<file path="config.mk">
export PLATFORM = sky130hd
export DESIGN_NAME = bnn_dot_engine
export DESIGN_NICKNAME = d
export VERILOG_FILES = /design/src/rtl/bnn_dot_engine.sv
export SDC_FILE = /design/constraint.sdc
export NUM_CORES = 1
export LEC_CHECK = 0
export ABC_AREA = 1
export BUFFER_PORTS_ARGS = -buffer_cell sky130_fd_sc_hd__buf_4
export CAP_MARGIN = 0
export CORE_MARGIN = 2
export CORE_UTILIZATION = 30
export DETAILED_ROUTE_END_ITERATION = 10
export HOLD_SLACK_MARGIN = 0.08
export PLACE_DENSITY = 0.58
export SLEW_MARGIN = 25
export SYNTH_ARGS = -nofsm -noshare
export SYNTH_HDL_FRONTEND = slang
export SYNTH_SLANG_ARGS = --single-unit
</file>
<file path="constraint.sdc">
create_clock -name clk -period 3.47 [get_ports clk]
set_clock_uncertainty 0.05 [all_clocks]
set_input_delay 0.5205 -clock clk [delete_from_list [all_inputs] [get_ports clk]]
set_output_delay 0.5205 -clock clk [all_outputs]
set_load 0.02 [all_outputs]
</file>
<file path="src/rtl/bnn_dot_engine.sv">
// Binary dot-product engine: streams activation and weight bits from the bit-serial
// memory banks, accumulates XNOR-popcount per neuron and hands out signed results.
module bnn_dot_engine #(
   parameter int XA_W = 10,
   parameter int WA_W = 20,
   parameter int NO_W = 10
) (
   input  logic            clk,
   input  logic            rst_n,
   input  logic            start,
   input  logic [10:0]     n_in,
   input  logic [NO_W-1:0] n_out,
   input  logic [XA_W-1:0] x_base,
   input  logic [WA_W-1:0] w_base,
   input  logic [1:0]      x_bank,
   input  logic [1:0]      w_bank,
   output logic [XA_W-1:0] address_x,
   output logic [WA_W-1:0] address_w,
   output logic [1:0]      sel_x,
   output logic [1:0]      sel_w,
   output logic            we_x,
   output logic            we_w,
   input  logic            data_out_x,
   input  logic            data_out_w,
   output logic            result_valid,
   input  logic            result_ready,
   output logic [11:0]     result_data,
   output logic [NO_W-1:0] result_idx,
   output logic            busy,
   output logic            done
);

   // state   | meaning
   // S_IDLE  | waiting for start, config inputs ignored otherwise
   // S_READ  | one activation/weight bit address pair issued per cycle
   // S_DRAIN | absorbs the memory read latency for the last bit
   // S_OUT   | result held on the output until accepted
   // S_DONE  | one-cycle end-of-layer pulse
   typedef enum logic [2:0] {
      S_IDLE,
      S_READ,
      S_DRAIN,
      S_OUT,
      S_DONE
   } state_t;

   state_t          state_q, state_d;
   logic [10:0]     n_in_q, n_in_d;
   logic [NO_W-1:0] n_out_q, n_out_d;
   logic [XA_W-1:0] x_base_q, x_base_d;
   logic [1:0]      sel_x_q, sel_x_d;
   logic [1:0]      sel_w_q, sel_w_d;
   logic [10:0]     i_q, i_d;
   logic [NO_W-1:0] k_q, k_d;
   logic [10:0]     pop_q, pop_d;
   logic [XA_W-1:0] addr_x_q, addr_x_d;
   logic [WA_W-1:0] addr_w_q, addr_w_d;
   logic            rd_q, rd_d;
   logic            bit_match;

   assign bit_match = ~(data_out_x ^ data_out_w);

   always_comb begin
      state_d  = state_q;
      n_in_d   = n_in_q;
      n_out_d  = n_out_q;
      x_base_d = x_base_q;
      sel_x_d  = sel_x_q;
      sel_w_d  = sel_w_q;
      i_d      = i_q;
      k_d      = k_q;
      pop_d    = pop_q;
      addr_x_d = addr_x_q;
      addr_w_d = addr_w_q;
      rd_d     = (state_q == S_READ);

      // Data returned this cycle belongs to the address issued in the previous READ cycle.
      if (rd_q) begin
         pop_d = pop_q + {10'd0, bit_match};
      end

      case (state_q)
         S_IDLE: begin
            if (start) begin
               n_in_d   = n_in;
               n_out_d  = n_out;
               x_base_d = x_base;
               sel_x_d  = x_bank;
               sel_w_d  = w_bank;
               i_d      = 11'd0;
               k_d      = '0;
               pop_d    = 11'd0;
               addr_x_d = x_base;
               addr_w_d = w_base;
               if ((n_in == 11'd0) || (n_out == '0)) begin
                  state_d = S_DONE;
               end else begin
                  state_d = S_READ;
               end
            end
         end
         S_READ: begin
            i_d      = i_q + 11'd1;
            addr_x_d = addr_x_q + XA_W'(1);
            addr_w_d = addr_w_q + WA_W'(1);
            if (i_q == (n_in_q - 11'd1)) begin
               state_d = S_DRAIN;
            end
         end
         S_DRAIN: begin
            state_d = S_OUT;
         end
         S_OUT: begin
            if (result_ready) begin
               if (({1'b0, k_q} + (NO_W + 1)'(1)) < {1'b0, n_out_q}) begin
                  k_d      = k_q + NO_W'(1);
                  i_d      = 11'd0;
                  pop_d    = 11'd0;
                  addr_x_d = x_base_q;
                  state_d  = S_READ;
               end else begin
                  state_d = S_DONE;
               end
            end
         end
         S_DONE: begin
            state_d = S_IDLE;
         end
         default: begin
            state_d = S_IDLE;
         end
      endcase
   end

   always_ff @(posedge clk or negedge rst_n) begin
      if (!rst_n) begin
         state_q  <= S_IDLE;
         n_in_q   <= 11'd0;
         n_out_q  <= '0;
         x_base_q <= '0;
         sel_x_q  <= 2'd0;
         sel_w_q  <= 2'd0;
         i_q      <= 11'd0;
         k_q      <= '0;
         pop_q    <= 11'd0;
         addr_x_q <= '0;
         addr_w_q <= '0;
         rd_q     <= 1'b0;
      end else begin
         state_q  <= state_d;
         n_in_q   <= n_in_d;
         n_out_q  <= n_out_d;
         x_base_q <= x_base_d;
         sel_x_q  <= sel_x_d;
         sel_w_q  <= sel_w_d;
         i_q      <= i_d;
         k_q      <= k_d;
         pop_q    <= pop_d;
         addr_x_q <= addr_x_d;
         addr_w_q <= addr_w_d;
         rd_q     <= rd_d;
      end
   end

   assign busy         = (state_q != S_IDLE);
   assign done         = (state_q == S_DONE);
   assign result_valid = (state_q == S_OUT);
   assign result_data  = (state_q == S_OUT) ? ({pop_q, 1'b0} - {1'b0, n_in_q}) : 12'd0;
   assign result_idx   = k_q;
   assign address_x    = addr_x_q;
   assign address_w    = addr_w_q;
   assign sel_x        = busy ? sel_x_q : 2'd0;
   assign sel_w        = busy ? sel_w_q : 2'd0;
   assign we_x         = 1'b0;
   assign we_w         = 1'b0;

endmodule
</file>
==> metrics.cfg, run 1 <==
[final_layout]
post-route-util = 0.378
final_area_um2 = 7920
syn2layout_area_growth_pct = 24.2
layout-drive-gt1-share = 0.161
antenna_cells = 0
fin_nets = 1083

[detailed_routing]
ant_nets = 0
dr.pass1.iters = 4
wire_per_inst_um = 14.3
viasPerCell = 4.70
drt_wl_total_um = 18200
drc = 0
dr_total_vias = 5998
dr.first_iter.drc_count = 309

[setup_path]
path_buf_inv = 2
reg2regPathDepth = 16
worstPathMaxFanout = 7
worst_ep_required_time_ns = 2.90
critPathKind = flop to primary output
worstSetupStartpoint = n_in_q[2]
path_cells = inv_1 > ha_1 > nand2_1 > o21ai_0 > a31oi_1 > o21bai_1 > nor2_1 > nor2_1 > buf_4
max_stage_delay_ns = 0.40
r2r-end = result_idx[8]
cp.arrival_ns = 2.51
critical_path.endpoint = result_data[9]
crit_family = compound AO/OA/AOI/OAI gates
rr_startpoint = result_idx[0]
setup.worst_path.end_class = primary output
crit_path_start_kind = flop
slowest_stage = dfrtp_1
rrSetupSlack_ns = 0.46
cp.depth = 9
crit_top_cell = nor2_1

[min_path]
min_path_type = primary input to flop
min_path_cells = 3

[sta]
fin_crit_sh = 0.889
setup_slack_ns = 0.385
setup_tns_ns = 0
hold_viol_final = 0
slew-limit-headroom = 0.402
period_needed_ns = 3.08
finalSetupViolCount = 0
timing.fmax_mhz = 324
rsz0062_at_grt = false
slew_viol_final = 0
worst_pin_slew_ns = 0.896
whs_ns = 0.317

[synthesis]
ys.flop_type = dfrtp_1
yosysUniqueCellTypes = 45
ys_ff_latch = 101
synth_cells = 879
yosysWarnings = 0
synth.cell_area_um2 = 6380
syn_area_per_cell_um2 = 7.26
synth_edf_count = 0
synth_seq_area_share = 0.396
async_flop_share = 1.00

[clock_tree]
clock_path_buffers = 2
cts_sinks = 101
clkSlewWorstSetupHoldPaths_ns = 0.07
numCtsBuffers = 9
htree_num_levels = 3
cts_tree = done
root_buffer = clkbuf_16
worstSkewPairLatency_ns = 0.36

[placement]
dp_hpwl_um = 13500
post_dp_cell_area_um2 = 7580
dp_slack_ns = 0.168
place_congestion = 0.810
portBuffers = 119

[die]
die-height_um = 150
die_area_um2 = 22400
pin_count = 122
core_um2 = 21000
die_x_um = 150
rows = 53
start_util = 0.304

[pwr]
p_int_mw = 3.56
switching_share = 0.480
irDropWorstVdd_v = 0.000414
p_clk_frac = 0.152
comb_power_share = 0.539
p_sw_mw = 3.28
power_per_cell_area_nw_per_um2 = 863
leakage_nw = 3.90
seqPwrFrac = 0.308

[run]
max_cap_violations = 0

[global_route]
grt_max_degree = 97
track_usage = 0.167
antenna_found_initial = 0
grt_overflow = 0
grt_pass1_wl_um = 29600
grt_pass1_vias = 5834

[run_status]
outcome = completed

power by group through the flow:
stage	sequential, mW	combinational (mW)	clock (mW)
after global routing	2.18	4.18	1.12
final	2.11	3.69	1.04
after floorplan	2.22	2.32	0
after detailed placement	2.13	3.68	0
after CTS	2.11	3.70	1.08
after global placement	2.12	3.64	0
state kept, by name (all words and copies together), names as in the netlist:
register / count
x_base_q: 10
n_out_q: 10
result_idx: 10
state_q: 3
sel_w_q: 2
sel_x_q: 2
pop_q: 11
n_in_q: 11
rd_q: 1
i_q: 11
address_w: 20
address_x: 10
Yosys cell counts, types with 3 or more instances:
| cell | n | area, um^2 |
|---|---|---|
| nor3_1 | 24 | 120 |
| inv_2 | 3 | 11.3 |
| buf_2 | 8 | 40.0 |
| a21oi_1 | 41 | 205 |
| o211ai_1 | 6 | 45.0 |
| xnor2_1 | 6 | 52.6 |
| nand4_1 | 13 | 81.3 |
| clkbuf_1 | 11 | 41.3 |
| dfrtp_1 | 101 | 2530 |
| o21a_1 | 3 | 22.5 |
| a31oi_1 | 3 | 18.8 |
| o21ai_0 | 54 | 270 |
| inv_1 | 95 | 357 |
| nand2_1 | 233 | 875 |
| xor2_1 | 29 | 254 |
| nor2_1 | 94 | 353 |
| nand3_1 | 70 | 350 |
| buf_4 | 3 | 22.5 |
| ha_1 | 26 | 325 |
| o22ai_1 | 17 | 106 |
| buf_1 | 4 | 15.0 |
routing by layer:
layer | global-route usage | wire (um) | vias to the layer above
li1 | - | - | 3106
met1 | 0.227 | 8870 | 2763
met2 | 0.276 | 8330 | 113
met3 | 0.0314 | 734 | 16
met4 | 0.0406 | 274 | 0
met5 | 0 | 0 | -
cell families (layout without fill, tap and decap cells):
| logic type | after synthesis | count (layout) | share of synthesized area |
|---|---|---|---|
| fa+ha+maj | 27 | 27 | 0.0541 |
| compound gates | 138 | 138 | 0.121 |
| mux | 1 | 1 | 0.00157 |
| other cells | 1 | 2 | 0.000588 |
| buf+inv | 126 | 246 | 0.0775 |
| flops | 101 | 101 | 0.396 |
| xor+xnor | 35 | 35 | 0.0481 |
| simple gates | 450 | 450 | 0.301 |
worst min-delay path: stages:
cell	delay, ns
buf_4	0.08
nand2_1	0.04
o21ai_0	0.06
worst min-delay path by stage:
stage               startpoint      endpoint
finish               w_bank[1]    sel_w_q[1]
floorplan                rst_n  address_w[0]
global route          n_out[2]    n_out_q[2]
CTS                  w_bank[1]    sel_w_q[1]
global placement         rst_n     n_in_q[1]
detailed placement       rst_n     n_in_q[1]
through the flow:
stage          power [mW]  std cells
3_3_place_gp         5.76       1255
4_1_cts              6.88       1272
5_1_grt              7.49       1275
2_1_floorplan        4.53        880
3_5_place_dp         5.81       1255
6_report             6.84       1275
layout make-up:
type / count / area [um^2]
clock buffers: 10 / 239
multi-input cells: 653 / 3380
flip-flops and latches: 101 / 2530
well taps: 275 / 344
repair inverters: 1 / 7.51
fillers: 2253 / 13000
repair buffers: 129 / 983
clock inverters: 6 / 61.3
inverters: 100 / 379
placed cells by master (no fill, tap or decap), drive strengths merged, types with 26 or more instances in the layout:
| cell type | Yosys | final |
|---|---|---|
| a21oi | 41 | 41 |
| buf | 15 | 128 |
| dfrtp | 101 | 101 |
| ha | 26 | 26 |
| inv | 98 | 99 |
| nand2 | 235 | 235 |
| nand3 | 71 | 71 |
| nor2 | 96 | 96 |
| o21ai | 56 | 56 |
| xor2 | 29 | 29 |
repair_timing:
item,4_1_cts,5_1_grt
hold buffers,1,0
endpoints found under the hold margin,5,0
buffers inserted,0,2
setup endpoints to repair,0,22
gates resized for setup,0,4
Note: power is estimated with default switching activity, not from simulation.
==> inputs of run 2 (changes only) <==
Settings changed: RECOVER_POWER set to 25.
==> metrics.cfg, run 2 (same netlist as run 1, synthesis figures left out) <==
[final_layout]
nFillCells = 2258  ; +0.22%
antenna_cells = 0  ; unchanged
final_cell_mix = 233 x nand2_1, 125 x buf_4, 101 x dfrtp_1, 95 x inv_1, 93 x nor2_1
layout-drive-gt1-share = 0.158  ; -0.00300
fin_nets = 1083  ; unchanged
final_common_cell = nand2_1
syn2layout_area_growth_pct = 23.8
largest_reg_flops = 20  ; unchanged

[pwr]
leakage_nw = 3.89  ; -0.32%
total_power_mw = 6.83  ; -0.13%
power_per_cell_area_nw_per_um2 = 865  ; +0.22%
irDropWorstVdd_v = 0.000413  ; -0.12%

[setup_path]
crit_path_start_kind = flop
rrSetupSlack_ns = 0.44  ; -0.02 ns
reg2regPathDepth = 16  ; unchanged
worstPathMaxFanout = 7  ; unchanged
rr_startpoint = result_idx[0]
worst_ep_required_time_ns = 2.90  ; about the same
setup.worst_path.end_class = primary output
cp.arrival_ns = 2.52  ; about the same
r2r-end = result_idx[8]
critPathKind = flop to primary output

[placement]
dp_hpwl_um = 13500  ; unchanged
place_congestion = 0.810  ; unchanged
portBuffers = 119  ; unchanged

[die]
core_um2 = 21000  ; unchanged
die_area_um2 = 22400  ; unchanged
die_x_um = 150  ; unchanged
pin_count = 122  ; unchanged
die-height_um = 150  ; unchanged
rows = 53  ; unchanged
start_util = 0.304  ; unchanged

[min_path]
hold_path_end = sel_w_q[1]
min_path_type = primary input to flop
min_path_cells = 3  ; unchanged
worstHoldStart = w_bank[1]

[clock_tree]
cts_tree = done
cts_sinks = 101  ; unchanged
clock_path_buffers = 2  ; unchanged
worstSkewPairLatency_ns = 0.36  ; about the same
htree_num_levels = 3  ; unchanged
numCtsBuffers = 9  ; unchanged
clkSlewWorstSetupHoldPaths_ns = 0.07  ; about the same
root_buffer = clkbuf_16

[sta]
rsz0062_at_grt = false
slew_viol_final = 0  ; unchanged
slew-limit-headroom = 0.0739  ; -0.328
period_needed_ns = 3.09  ; +0.00212 ns
hold_viol_final = 0  ; unchanged
worst_pin_slew_ns = 1.39  ; +0.493 ns
fin_crit_sh = 0.890  ; about the same
setup_tns_ns = 0  ; unchanged
finalSetupViolCount = 0  ; unchanged
timing.fmax_mhz = 324  ; about the same

[global_route]
grt_max_degree = 97  ; unchanged
grt_overflow = 0  ; unchanged
track_usage = 0.167  ; unchanged
grt_pass1_wl_um = 29600  ; unchanged
grt_pass1_vias = 5834  ; unchanged
antenna_found_initial = 0  ; unchanged

[detailed_routing]
dr_total_vias = 6010  ; +0.20%
drt_wl_total_um = 18200  ; +0.10%
wire_per_inst_um = 14.3  ; +0.10%
dr.first_iter.drc_count = 310  ; +0.32%
viasPerCell = 4.71  ; +0.20%
drc = 0  ; unchanged
dr.pass1.iters = 4  ; unchanged
ant_nets = 0  ; unchanged

[run]
max_cap_violations = 0  ; unchanged

[run_status]
outcome = completed

run 2: area by class of cell:
cell class	instances	area, um^2	area share
multi-input cells	653	3370	0.427
flip-flops and latches	101	2530	0.320
repair buffers	129	963	0.122
inverters	100	379	0.0480
well taps	275	344	0.0436
clock buffers	10	239	0.0303
clock inverters	6	61.3	0.00777
repair inverters	1	7.51	0.000951
run 2: worst max path at each step:
stage | depth (start not counted) | start | end
after floorplan | 17 | result_idx[0] | result_idx[1]
after global placement | 16 | result_idx[0] | result_idx[1]
after detailed placement | 16 | result_idx[0] | result_idx[2]
after CTS | 16 | result_idx[0] | result_idx[2]
after global routing | 16 | result_idx[0] | result_idx[2]
final | 9 | n_in_q[2] | result_data[9]
run 2: worst max-delay path: stages, from the launching register on:
cell and delay, ns:
dfrtp_1 0.40, inv_1 0.11, ha_1 0.40, nand2_1 0.07
o21ai_0 0.39, a31oi_1 0.21, o21bai_1 0.22, nor2_1 0.06
nor2_1 0.14, buf_4 0.16
run 2: layer usage:
layer / share of wire / track usage / wire [um] / up-vias
met3: 0.039 / 0.0314 / 714 / 16
li1: - / - / - / 3110
met5: 0 / 0 / 0 / -
met4: 0.015 / 0.0406 / 274 / 0
met2: 0.46 / 0.276 / 8360 / 121
met1: 0.49 / 0.227 / 8880 / 2763
run 2: metrics by stage:
stage | utilization | instances | hold WS, ns | setup WS, ns | instance area (um^2)
2_1_floorplan | - | 880 | 0.175 | 0.674 | 6380
3_3_place_gp | 0.362 | 1255 | 0.296 | 0.328 | 7580
3_5_place_dp | 0.362 | 1255 | 0.294 | 0.168 | 7580
4_1_cts | 0.376 | 1272 | 0.304 | 0.156 | 7890
5_1_grt | 0.377 | 1275 | 0.322 | 0.0485 | 7900
6_report | 0.377 | 1275 | 0.317 | 0.383 | 7900
run 2: where the power goes:
part	internal, mW	total (mW)	switching [mW]	leakage (nW)
clock	0.578	1.04	0.464	0.149
sequential	1.64	2.11	0.468	1.28
combinational	1.33	3.68	2.35	2.46
run 2: what timing repair did:
item                                    in CTS  in global routing
buffers inserted                             0                  2
resized for setup                            0                  4
endpoints found under the setup margin       0                 22
endpoints found under the hold margin        5                  0
hold buffers                                 1                  0
==> inputs of run 3 (changes only) <==
Settings changed: CORE_UTILIZATION 30 to 55, PLACE_DENSITY 0.58 to 0.88, RECOVER_POWER 25 to unset.
==> metrics.cfg, run 3 (same netlist as run 1, synthesis figures left out) <==
[run_status]
outcome = completed

[final_layout]
nFillCells = 933  ; -59%
syn2layout_area_growth_pct = 22.1
layout-drive-gt1-share = 0.162  ; +0.00368
final_common_cell = nand2_1
regArea_um2 = 2530  ; unchanged
multi_input_area_um2 = 3380  ; +0.22%
final_cell_mix = 233 x nand2_1, 129 x buf_4, 101 x dfrtp_1, 95 x inv_1, 92 x nor2_1
fin_nets = 1085  ; +0.18%
largest_reg_flops = 20  ; unchanged
post-route-util = 0.685  ; +0.308
antenna_cells = 0  ; unchanged

[die]
die-height_um = 112  ; -25%
die_x_um = 112  ; -25%
start_util = 0.561  ; +0.257
pin_count = 122  ; unchanged
core_um2 = 11400  ; -46%
die_area_um2 = 12500  ; -44%
rows = 39  ; -26%

[pwr]
power_per_cell_area_nw_per_um2 = 892  ; +3.1%
irDropWorstVdd_v = 0.000608  ; +47%
leakage_nw = 3.91  ; +0.68%

[sta]
finalSetupViolCount = 0  ; unchanged
worst_pin_slew_ns = 0.651  ; -0.738 ns
setup_tns_ns = 0  ; unchanged
hold_viol_final = 0  ; unchanged
timing.fmax_mhz = 328  ; +1.1%
fin_crit_sh = 0.880  ; -0.00964
slew_viol_final = 0  ; unchanged
slew-limit-headroom = 0.566  ; +0.492
rsz0062_at_grt = false
period_needed_ns = 3.05  ; -0.0334 ns

[clock_tree]
worstSkewPairLatency_ns = 0.35  ; about the same
holdBufCountCts = 0  ; -1
numCtsBuffers = 9  ; unchanged
clkSlewWorstSetupHoldPaths_ns = 0.07  ; about the same
htree_num_levels = 3  ; unchanged
clock_path_buffers = 2  ; unchanged
cts_sinks = 101  ; unchanged
cts_tree = done
root_buffer = clkbuf_16

[global_route]
grt_pass1_wl_um = 27700  ; -6.4%
grt_pass1_vias = 5935  ; +1.7%
antenna_found_initial = 0  ; unchanged
track_usage = 0.273  ; +0.106
grt_overflow = 0  ; unchanged
grt_max_degree = 50  ; -48%

[detailed_routing]
wire_per_inst_um = 14.7  ; +2.8%
dr.pass1.iters = 6  ; +2
ant_nets = 0  ; unchanged
dr_total_vias = 6337  ; +5.4%
drt_wl_total_um = 16800  ; -7.7%
viasPerCell = 5.53  ; +17%
drc = 0  ; unchanged
dr.first_iter.drc_count = 419  ; +35%

[placement]
dp_hpwl_um = 12200  ; -9.7%
place_congestion = 0.901  ; +11%
portBuffers = 119  ; unchanged

[setup_path]
critPathKind = flop to flop
cp.arrival_ns = 3.29  ; +0.77 ns
worst_ep_required_time_ns = 3.71  ; +0.81 ns
worstPathMaxFanout = 21  ; +14
crit_path_start_kind = flop
setup.worst_path.end_class = flop

[min_path]
min_path_type = primary input to async pin

[run]
max_cap_violations = 0  ; unchanged

## run 3: changes by cell type in the layout (fill, tap and decap cells not counted), sizes merged
cell and change:
dlygate4sd3 -1, clkbuf -2, buf +6, clkinv -2, bufinv +1
## run 3: through the flow
step	hold WS [ns]	area, um^2	worst slack (ns)	instances	total power, mW
CTS	0.149	7730	0.286	1141	6.84
floorplan	0.175	6380	0.674	880	4.53
global placement	0.404	7410	0.470	1125	5.61
finish	0.131	7790	0.417	1145	6.95
detailed placement	0.410	7410	0.337	1125	5.72
global route	0.172	7790	0.145	1145	7.51
## run 3: metal layers
layer / up-vias / track usage / share of wire
met4: 0 / 0.0971 / 0.020
met2: 267 / 0.453 / 0.49
met3: 37 / 0.0795 / 0.078
met5: - / 0 / 0
li1: 3109 / - / -
met1: 2924 / 0.341 / 0.42
## run 3: cell type report
class                      instances  area share
multi-input combinational        653       0.434
tap                              143      0.0230
sequential                       101       0.324
clock buffer                      11      0.0299
clock inverter                     5      0.0108
timing repair inverter             1    0.000964
inverter                         100      0.0487
timing repair buffer             131       0.128
## run 3: path summary, 6_finish.rpt
check,startpoint,endpoint,slack [ns],cells past startpoint
max,result_idx[0],result_idx[8],0.42,17
min,rst_n,sel_x_q[1],0.13,1
max reg2reg,result_idx[0],result_idx[8],0.42,17
min reg2reg,x_base_q[5],x_base_q[5],0.42,2
max in group asynchronous,rst_n,n_in_q[6],2.40,2
min in group clk,w_bank[0],sel_w_q[0],0.33,3
## run 3: where the power goes
group / internal, mW / leakage [nW] / total [mW] / switching (mW)
logic: 1.38 / 2.48 / 3.74 / 2.37
clock network: 0.637 / 0.152 / 1.09 / 0.455
registers: 1.64 / 1.28 / 2.11 / 0.474
## run 3: critical path, cell delays in order, from the launching register on
cell and delay [ns]:
dfrtp_1 0.43, ha_1 0.21, nand3_1 0.14, nor3_1 0.22
nand2_1 0.10, xor2_1 0.14, inv_1 0.08, ha_1 0.29
nand3_1 0.08, nand2_1 0.07, a31oi_1 0.21, nand2_1 0.11
nand2_1 0.11, nand3_4 0.10, nor2_4 0.22, buf_6 0.24
nand3_1 0.12, nand2_1 0.08
## run 3: timing repair
item | in CTS | in global routing
resized for setup | 0 | 5
setup endpoints to repair | 0 | 10
buffers inserted | 0 | 3
